## src/rtl/icache_next_line_prefetcher.sv

```systemverilog
`default_nettype none
// ============================================================================
//  Module   : icache_next_line_prefetcher
//  Brief    : Forwards I-cache line misses to the arbiter and prefetches the
//             next sequential 32-byte line into a one-line buffer.
//  Revision : 1.0  initial release
// ============================================================================
module icache_next_line_prefetcher #(
    parameter bit PF_ENABLE = 1'b1
) (
    input  logic         clk,
    input  logic         rst,
    input  logic         pf_flush,

    input  logic         pf_icache_read,
    input  logic [31:0]  pf_icache_address,
    output logic [255:0] pf_icache_rdata,
    output logic         pf_icache_resp,

    output logic         arb_icache_read,
    output logic [31:0]  arb_icache_address,
    input  logic [255:0] arb_icache_rdata,
    input  logic         arb_icache_resp,

    output logic         arb_pf_read,
    output logic [31:0]  arb_pf_address,
    input  logic [255:0] arb_pf_rdata,
    input  logic         arb_pf_resp,

    output logic [31:0]  pf_hit_count,
    output logic [31:0]  pf_miss_count
);

    localparam logic [1:0]  c_st_idle  = 2'd0;
    localparam logic [1:0]  c_st_hit   = 2'd1;
    localparam logic [1:0]  c_st_fwd   = 2'd2;
    localparam logic [1:0]  c_st_pref  = 2'd3;
    localparam logic [26:0] c_line_max = 27'h7FF_FFFF;

    logic [1:0]   r_state;
    logic [1:0]   w_state_nxt;

    logic         r_buf_valid;
    logic [26:0]  r_buf_tag;
    logic [255:0] r_buf_data;
    logic [26:0]  r_pf_target;
    logic         r_discard;
    logic [31:0]  r_hit_count;
    logic [31:0]  r_miss_count;

    logic [26:0]  w_req_line;
    logic         w_buf_match;
    logic         w_fwd_done;
    logic         w_pf_done;
    logic         w_pf_discard;
    logic         w_pf_keep;
    logic         w_pf_match;
    logic         w_hit_now;
    logic [26:0]  w_succ_base;
    logic         w_pf_allowed;
    logic         w_unused_addr_lsbs;

    assign w_req_line         = pf_icache_address[31:5];
    assign w_unused_addr_lsbs = ^pf_icache_address[4:0];

    assign w_buf_match  = r_buf_valid && (r_buf_tag == w_req_line);
    assign w_fwd_done   = (r_state == c_st_fwd) && arb_icache_resp;
    assign w_pf_done    = (r_state == c_st_pref) && arb_pf_resp;

    // A flush poisons the in-flight prefetch, including one completing right now.
    assign w_pf_discard = r_discard || pf_flush;
    assign w_pf_keep    = w_pf_done && !w_pf_discard;
    assign w_pf_match   = w_pf_keep && pf_icache_read && (w_req_line == r_pf_target);
    assign w_hit_now    = (r_state == c_st_hit) || w_pf_match;

    // Line whose successor becomes the next prefetch target.
    always_comb begin
        w_succ_base = w_req_line;
        if (r_state == c_st_hit) begin
            w_succ_base = r_buf_tag;
        end else if (r_state == c_st_pref) begin
            w_succ_base = r_pf_target;
        end
    end

    assign w_pf_allowed = PF_ENABLE && (w_succ_base != c_line_max);

    // ------------------------------------------------------------------
    // State register
    // ------------------------------------------------------------------
    always_ff @(posedge clk) begin
        if (rst) begin
            r_state <= c_st_idle;
        end else begin
            r_state <= w_state_nxt;
        end
    end

    // ------------------------------------------------------------------
    // Next-state logic
    // ------------------------------------------------------------------
    always_comb begin
        w_state_nxt = r_state;
        case (r_state)
            c_st_idle: begin
                if (pf_icache_read) begin
                    w_state_nxt = (w_buf_match && !pf_flush) ? c_st_hit : c_st_fwd;
                end
            end
            c_st_hit: begin
                w_state_nxt = w_pf_allowed ? c_st_pref : c_st_idle;
            end
            c_st_fwd: begin
                if (arb_icache_resp) begin
                    w_state_nxt = w_pf_allowed ? c_st_pref : c_st_idle;
                end
            end
            c_st_pref: begin
                if (arb_pf_resp) begin
                    w_state_nxt = (w_pf_match && w_pf_allowed) ? c_st_pref : c_st_idle;
                end
            end
            default: w_state_nxt = c_st_idle;
        endcase
    end

    // ------------------------------------------------------------------
    // Output logic
    // ------------------------------------------------------------------
    always_comb begin
        pf_icache_rdata    = '0;
        pf_icache_resp     = 1'b0;
        arb_icache_read    = 1'b0;
        arb_icache_address = '0;
        arb_pf_read        = 1'b0;
        arb_pf_address     = '0;
        case (r_state)
            c_st_hit: begin
                pf_icache_resp  = 1'b1;
                pf_icache_rdata = r_buf_data;
            end
            c_st_fwd: begin
                arb_icache_read    = 1'b1;
                arb_icache_address = {w_req_line, 5'b0};
                pf_icache_rdata    = arb_icache_rdata;
                pf_icache_resp     = arb_icache_resp;
            end
            c_st_pref: begin
                arb_pf_read    = 1'b1;
                arb_pf_address = {r_pf_target, 5'b0};
                if (w_pf_match) begin
                    pf_icache_resp  = 1'b1;
                    pf_icache_rdata = arb_pf_rdata;
                end
            end
            default: begin
                pf_icache_resp = 1'b0;
            end
        endcase
    end

    // ------------------------------------------------------------------
    // Prefetch target and discard tracking
    // ------------------------------------------------------------------
    always_ff @(posedge clk) begin
        if (rst) begin
            r_pf_target <= '0;
            r_discard   <= 1'b0;
        end else begin
            if ((r_state == c_st_hit) || w_fwd_done || w_pf_match) begin
                r_pf_target <= w_succ_base + 27'd1;
            end
            if (w_pf_done) begin
                r_discard <= 1'b0;
            end else if (pf_flush && (r_state == c_st_pref)) begin
                r_discard <= 1'b1;
            end
        end
    end

    // ------------------------------------------------------------------
    // Line buffer
    // ------------------------------------------------------------------
    always_ff @(posedge clk) begin
        if (rst) begin
            r_buf_valid <= 1'b0;
            r_buf_tag   <= '0;
            r_buf_data  <= '0;
        end else begin
            if (pf_flush) begin
                r_buf_valid <= 1'b0;
            end else if (w_pf_keep) begin
                r_buf_valid <= 1'b1;
            end
            if (w_pf_keep) begin
                r_buf_tag  <= r_pf_target;
                r_buf_data <= arb_pf_rdata;
            end
        end
    end

    // ------------------------------------------------------------------
    // Performance counters (wrap modulo 2^32)
    // ------------------------------------------------------------------
    always_ff @(posedge clk) begin
        if (rst) begin
            r_hit_count  <= '0;
            r_miss_count <= '0;
        end else begin
            if (w_hit_now) begin
                r_hit_count <= r_hit_count + 32'd1;
            end
            if (w_fwd_done) begin
                r_miss_count <= r_miss_count + 32'd1;
            end
        end
    end

    assign pf_hit_count  = r_hit_count;
    assign pf_miss_count = r_miss_count;

endmodule
`default_nettype wire
```

## config.mk

```make
export PLATFORM = sky130hd
export DESIGN_NAME = icache_next_line_prefetcher
export DESIGN_NICKNAME = d
export VERILOG_FILES = /design/src/rtl/icache_next_line_prefetcher.sv
export SDC_FILE = /design/constraint.sdc
export NUM_CORES = 1
export LEC_CHECK = 0
export ABC_AREA = 1
export CORE_AREA = 2 2 363 365
export DETAILED_ROUTE_END_ITERATION = 12
export DIE_AREA = 0 0 365 367
export GPL_TIMING_DRIVEN = 0
export SLEW_MARGIN = 10
export SYNTH_ARGS = -nofsm -noshare
export SYNTH_HDL_FRONTEND = slang
export SYNTH_SLANG_ARGS = --single-unit
```

## constraint.sdc

```tcl
create_clock -name clk -period 6.4 [get_ports clk]
set_input_delay 1.28 -clock clk [delete_from_list [all_inputs] [get_ports clk]]
set_output_delay 1.28 -clock clk [all_outputs]
set_load 0.01 [all_outputs]
```

==> results of run 1 <==
==> cells by family after synthesis <==
kind of cell / after synthesis / synth area share, %
other: 1 / 0.0169
buffers and inverters: 472 / 8.85
adder cells (fa/ha/maj): 8 / 0.450
flip-flops: 378 / 34.0
XOR/XNOR: 63 / 2.48
AND/OR/NAND/NOR: 2137 / 37.4
AO/OA/AOI/OAI: 672 / 16.7
==> cells in the mapped netlist (2+ instances only) <==
cell type  count
nor4_1         3
nor3_1        32
or2_2          3
a21oi_1       84
nand2_1     1221
nor2_2        12
nor3b_1        2
nand2_2        2
xnor2_1       23
nand4_1       35
clkbuf_1     194
a211oi_1       2
buf_6          3
buf_4         41
buf_2         15
ha_1           8
inv_2          9
nand3_1       54
o21a_1         2
o21ai_0      316
a31oi_1      256
nor2_1       765
nand3b_1       4
xor2_1        40
inv_1        208
o21bai_1       8
dfxtp_1      378
==> worst paths after layout <==
| kind | from | endpoint | slack [ns] | cells past startpoint |
|---|---|---|---|---|
| worst max-delay path | r_state[1] | pf_icache_rdata[65] | -0.03 | 8 |
| worst min-delay path | r_buf_data[255] | r_buf_data[255] | 0.48 | 2 |
| worst max register to register | r_state[0] | r_buf_data[237] | 2.82 | 9 |
| worst min register to register | r_buf_data[255] | r_buf_data[255] | 0.48 | 2 |
==> cells in the final DEF (no fill, tap or decap), drive strengths merged, types with 8 or more instances in the layout <==
master and n:
a21oi 84, a31oi 256, buf 62, clkbuf 267, clkdlybuf4s50 917, clkinv 11
conb 10, dfxtp 378, diode 13, ha 8, inv 218, nand2 1224
nand3 55, nand4 35, nor2 778, nor3 33, o21ai 317, o21bai 8
xnor2 23, xor2 40
==> registers in the layout (all words and copies together), names as in the netlist <==
| signal | flops |
|---|---|
| r_buf_valid | 1 |
| r_buf_tag | 27 |
| pf_hit_count | 32 |
| pf_miss_count | 32 |
| r_discard | 1 |
| r_pf_target | 27 |
| r_state | 2 |
| r_buf_data | 256 |
==> power breakdown <==
part           switching, W  internal (W)  total, W
Sequential         0.000196       0.00256   0.00276
Clock               0.00127       0.00183   0.00310
Combinational       0.00441       0.00187   0.00627
==> per-stage QoR <==
stage	hold slack [ns]	instance area, um2	util, %	instances	TNS, ns
floorplan	0.455	22300	-	3740	0
global placement	0.462	33700	25.8	6415	0
detailed placement	0.471	33700	25.9	6417	-0.0227
CTS	0.485	35500	27.2	6508	0
global route	0.499	35500	27.2	6512	-0.000820
finish	0.480	35600	27.3	6521	-0.0325
==> routing by layer <==
metal,wire (um),part of all wire [%]
met1,70800,40
met4,11700,6.7
met3,16300,9.3
met5,66,0.038
met2,76300,44
==> area by class of cell <==
class,count,area (um2)
Inverter,218,818
Antenna cell,13,32.5
Multi-Input combinational cell,2890,12800
Buffer,254,1190
Tap cell,1755,2200
Clock inverter,18,235
Sequential cell,378,7570
Fill cell,14700,94900
Clock buffer,73,1510
Timing Repair Buffer,922,9260
==> worst reg2reg max path, stage by stage, from the launching register on <==
cell and delay, ns:
dfxtp_1 0.40, ha_1 0.38, nand2_1 0.16, inv_2 0.09
nand2_1 0.24, clkinv_1 0.32, clkbuf_1 0.86, clkbuf_1 0.85
nor2_1 0.08, nor2_1 0.13
==> repair_timing <==
| action | 4_1_cts | 5_1_grt |
|---|---|---|
| setup endpoints to repair | 3 | 15 |
| gates resized for setup | 2 | 18 |
| pin swaps | 0 | 0 |
==> results.ini, run 1 <==
[hold_path]
hp-class = flop to flop

[global_route]
grt_pass1_vias = 28800
grtUsageMet2_pct = 39.2
grt_util_met3_pct = 6.01
grt_pass1_wl_um = 233000
top_usage_layer = met2
grt_use_met1_pct = 31.3
grt.total_usage_pct = 25.1
overflow = 0
grt_max_degree = 13
antenna_found_initial = 31

[clock_tree]
htree_levels = 2
clock_sinks = 378
clock-root-buffer = clkbuf_16
cts.clk_slew.worst_paths_ns = 0.06
cts_tree = yes
cts_setup_buffers = 0
cts_inserted_buffers = 51
clk_latency_ns = 0.64
postCtsHoldBufs = 0
clockBufferDepth = 3

[worst_setup_path]
worst_path_most_repeated_cell = clkbuf_1
crit_path_max_fanout = 10
cp.required_ns = 5.12
cp-end-kind = output port
arrival_ns = 5.15
path_cells = inv_1 -> ha_1 -> clkbuf_1 -> clkbuf_2 -> clkbuf_1 -> nand2_1 -> a31oi_2 -> clkdlybuf4s50_1
cpMaxStageDelayCell = clkbuf_1
startpoint_type = flop
cp_top_family = buffers and inverters
path_class = flop to output port
critPathBufInv = 5
cpPeakStageDelay_ns = 1.06

[cells_and_area]
finalNetCount = 5273
syn_to_final_growth_pct = 60.0
drive_gt1_share_pct = 4.31

[pwr]
p_total_w = 0.0121
ir_drop_uv = 186
p_leak_nw = 12.7
power_density_mw_per_mm2 = 341

[route]
wirelength_um = 175000
routedWlPerCell_um = 26.9
ant_nets = 0
vias = 30500
firstDrtPassIters = 5
avgViaCountPerCell = 4.68
drc_errors = 0
drt-initial-drc-count = 3124

[floorplanning]
die_w_um = 365
core_area_mm2 = 0.130
pin_count = 937
start_util_pct = 17.0
die_height_um = 367
dieArea_mm2 = 0.134
rows = 133

[sta]
min_period_over_period_pct = 101
relSlewSlack_pct = 8.93
fin_crit_ns = 6.43
rsz0062_at_grt = yes
worst_slew_pin_slew_ns = 1.37
slew_violations = 0
max_freq_ghz = 0.155
setup_viol = 1
fin_skew_ns = 0.0282
fin_ws_ns = -0.0325
hold_viol_final = 0

[logic_synthesis]
netlist_top_cells_area = dfxtp_1 34%, nand2_1 21%, nor2_1 13%, a31oi_1 7.2%, o21ai_0 7.1%
synth_edf_count = 0
synth_top_area_share_pct = 34.0
synth_ff_type = dfxtp_1
ys_seq_area_share_pct = 34.0
synth_area_mm2 = 0.0222
synthCells = 3731
yosysWarnings = 0
yosysTopAreaCell = dfxtp_1
synth.distinct_cells = 38
syn_avg_cell_area_um2 = 5.96
ys_ff_latch = 378
async_reset_ff_share_pct = 0

[status]
violations = negative setup slack
status = finished, violations left

[placement]
gp_congestion = 0.955
pre_cts_slack_ns = -0.0227
hpwl_um = 141000
port_buffers = 920

[job]
drv_cap = 0

(Power assumes the default switching activity.)
==> run 2, diff against run 1 <==
CELL_PAD_IN_SITES_DETAIL_PLACEMENT = 1   (was default)
CELL_PAD_IN_SITES_GLOBAL_PLACEMENT = 2   (was default)
CORE_AREA = 2 2 364 366   (was 2 2 363 365)
DIE_AREA = 0 0 366 368   (was 0 0 365 367)
PLACE_DENSITY_LB_ADDON = 0.1   (was default)
==> run 2 against run 1 <==
Net effect:
- the flow now finishes without violations
- fmax is 2.3% higher
- clock power hardly changed
- worst hold slack better by 0.0045 ns
- via count is 4.7% lower
- core utilization is 0.088 points lower
- critical path depth is 6 higher
- global-route usage is 1.1 points higher
- clock skew is 0.0019 ns lower
- largest cell class unchanged
- non-clock buffer count stayed put
- final cell count is 0.25% higher
- first-iteration DRC count is 49% lower
- sequential cell count stayed put
==> results.ini, run 2 (synthesized netlist as in run 1, its figures left out) <==
[status]
status = completed

[route]
drt-initial-drc-count = 1592
wirelength_um = 183000
ant_nets = 0
routedWlPerCell_um = 28.0
drc_errors = 0
avgViaCountPerCell = 4.45
vias = 29100
firstDrtPassIters = 7

[placement]
gp_congestion = 0.889
place_area_mm2 = 0.0337
port_buffers = 920
hpwl_um = 148000

[worst_setup_path]
cpPeakStageDelay_ns = 0.85
r2r_slack_ns = 2.80
startpoint_type = input pin
path_class = input pin to output port
timing.rr.start = r_state[1]
cp-end-kind = output port
r2r-end = r_state[0]
path_cells = clkdlybuf4s50_1 -> inv_1 -> nand2_1 -> nand3_1 -> nor2_1 -> nand3_1 -> nor2_1 -> nand2_2 -> inv_2 -> buf_4 -> buf_4 -> nand2_1 -> a31oi_1 -> clkdlybuf4s50_1
cpMaxStageDelayCell = clkdlybuf4s50_1
crit_path_max_fanout = 10
arrival_ns = 5.01
r2r_cells = 15
cp.required_ns = 5.12

[global_route]
overflow = 0
grt_pass1_vias = 29900
antenna_found_initial = 87
grt_max_degree = 15
grt.total_usage_pct = 26.2
grt_pass1_wl_um = 248000

[hold_path]
hold_path.startpoint = r_buf_data[229]
holdPathEnd = r_buf_data[229]
hp-class = flop to flop
hold_depth = 2

[sta]
hold_viol_final = 0
max_freq_ghz = 0.159
slew_violations = 0
min_period_over_period_pct = 98.2
worst_slew_pin_slew_ns = 1.28
final.setup.tns_ns = 0
rsz0062_at_grt = no
fin_crit_ns = 6.29
setup_viol = 0
relSlewSlack_pct = 14.9
hold_slack_ns = 0.484
fin_skew_ns = 0.0263

[floorplanning]
die_height_um = 368
pin_count = 937
start_util_pct = 17.0
die_w_um = 366
rows = 133
core_area_mm2 = 0.131
dieArea_mm2 = 0.135

[cells_and_area]
fillers = 16400
drive_gt1_share_pct = 3.72
final_area_mm2 = 0.0355
layout_commonest_cell = nand2_1
largest_reg_flops = 256
finalNetCount = 5276
mostFrequentLayoutCells = 1,221 x nand2_1, 916 x clkdlybuf4s50_1, 765 x nor2_1, 378 x dfxtp_1, 316 x o21ai_0
top_register = r_buf_data
syn_to_final_growth_pct = 59.9

[clock_tree]
clk_latency_ns = 0.66
cts_inserted_buffers = 54
clockBufferDepth = 3
postCtsHoldBufs = 0
htree_levels = 2
clock_sinks = 378
cts_tree = yes
clock-root-buffer = clkbuf_16
cts.clk_slew.worst_paths_ns = 0.05

[pwr]
p_total_w = 0.0116
ir_drop_uv = 199
power_density_mw_per_mm2 = 326
p_leak_nw = 12.6

[job]
drv_cap = 0

==> run 2: cell count changes in the layout (fill, tap and decap cells not counted), moves of 2 or more <==
cell            previous run  this run
bufinv_16                  5         2
clkbuf_1                 176       204
clkbuf_16                 51        55
clkbuf_2                  25         7
clkbuf_8                  15        10
clkinv_2                   7         5
clkinv_4                   3         0
clkinvlp_4                 2         0
diode_2                   13        28
dlymetal6s2s_1             2         4
==> run 2: area by class of cell <==
cell class	instances	area [um2]	share of cell area, %
sequential	378	7570	21.3
buffer	254	1160	3.28
clock buffer	83	1580	4.45
antenna	28	70.1	0.197
timing repair buffer	922	9270	26.1
inverter	218	818	2.30
clock inverter	9	114	0.320
tap	1755	2200	6.18
multi-input combinational	2890	12800	35.9
==> run 2: per-layer routing <==
metal  GRT usage [%]  share of wire, %
met2            48.1                51
met1            29.4                39
met5               0              0.34
met3            7.91               7.0
met4            6.43               2.5
==> run 2: stage by stage <==
step | worst slack [ns] | util [%] | instances
after floorplan | 2.60 | - | 3740
after global placement | -0.279 | 25.7 | 6415
after detailed placement | -0.207 | 25.8 | 6417
after CTS | 0.0150 | 27.1 | 6509
after global routing | 0.00824 | 27.1 | 6521
final | 0.112 | 27.2 | 6537
==> run 2: critical path: cells and delay by family <==
family	cells	cell delay [ns]
buffers and inverters	6	2.39
AND/OR/NAND/NOR	7	1.16
AO/OA/AOI/OAI	1	0.15
==> run 2: worst max-delay path by stage <==
| stage | slack (ns) | cells past startpoint | endpoint | startpoint |
|---|---|---|---|---|
| floorplan | 2.60 | 12 | pf_icache_rdata[161] | arb_pf_resp |
| global placement | -0.28 | 14 | pf_icache_rdata[99] | pf_icache_address[5] |
| detailed placement | -0.21 | 14 | pf_icache_rdata[99] | pf_icache_address[5] |
| CTS | 0.01 | 14 | pf_icache_rdata[143] | pf_icache_address[5] |
| global route | 0.008 | 8 | pf_icache_rdata[142] | r_state[1] |
| finish | 0.11 | 14 | pf_icache_rdata[38] | pf_icache_address[5] |
==> run 2: where the power goes <==
group | switching [W] | internal [W] | leakage [nW]
logic | 0.00391 | 0.00187 | 8.76
clock network | 0.00130 | 0.00176 | 0.833
registers | 0.000182 | 0.00257 | 3.05
total | 0.00539 | 0.00620 | 12.6
==> run 2: what timing repair did <==
action,in CTS,in global routing
setup endpoints to repair,31,9
gates resized for setup,6,8
setup buffers,0,0
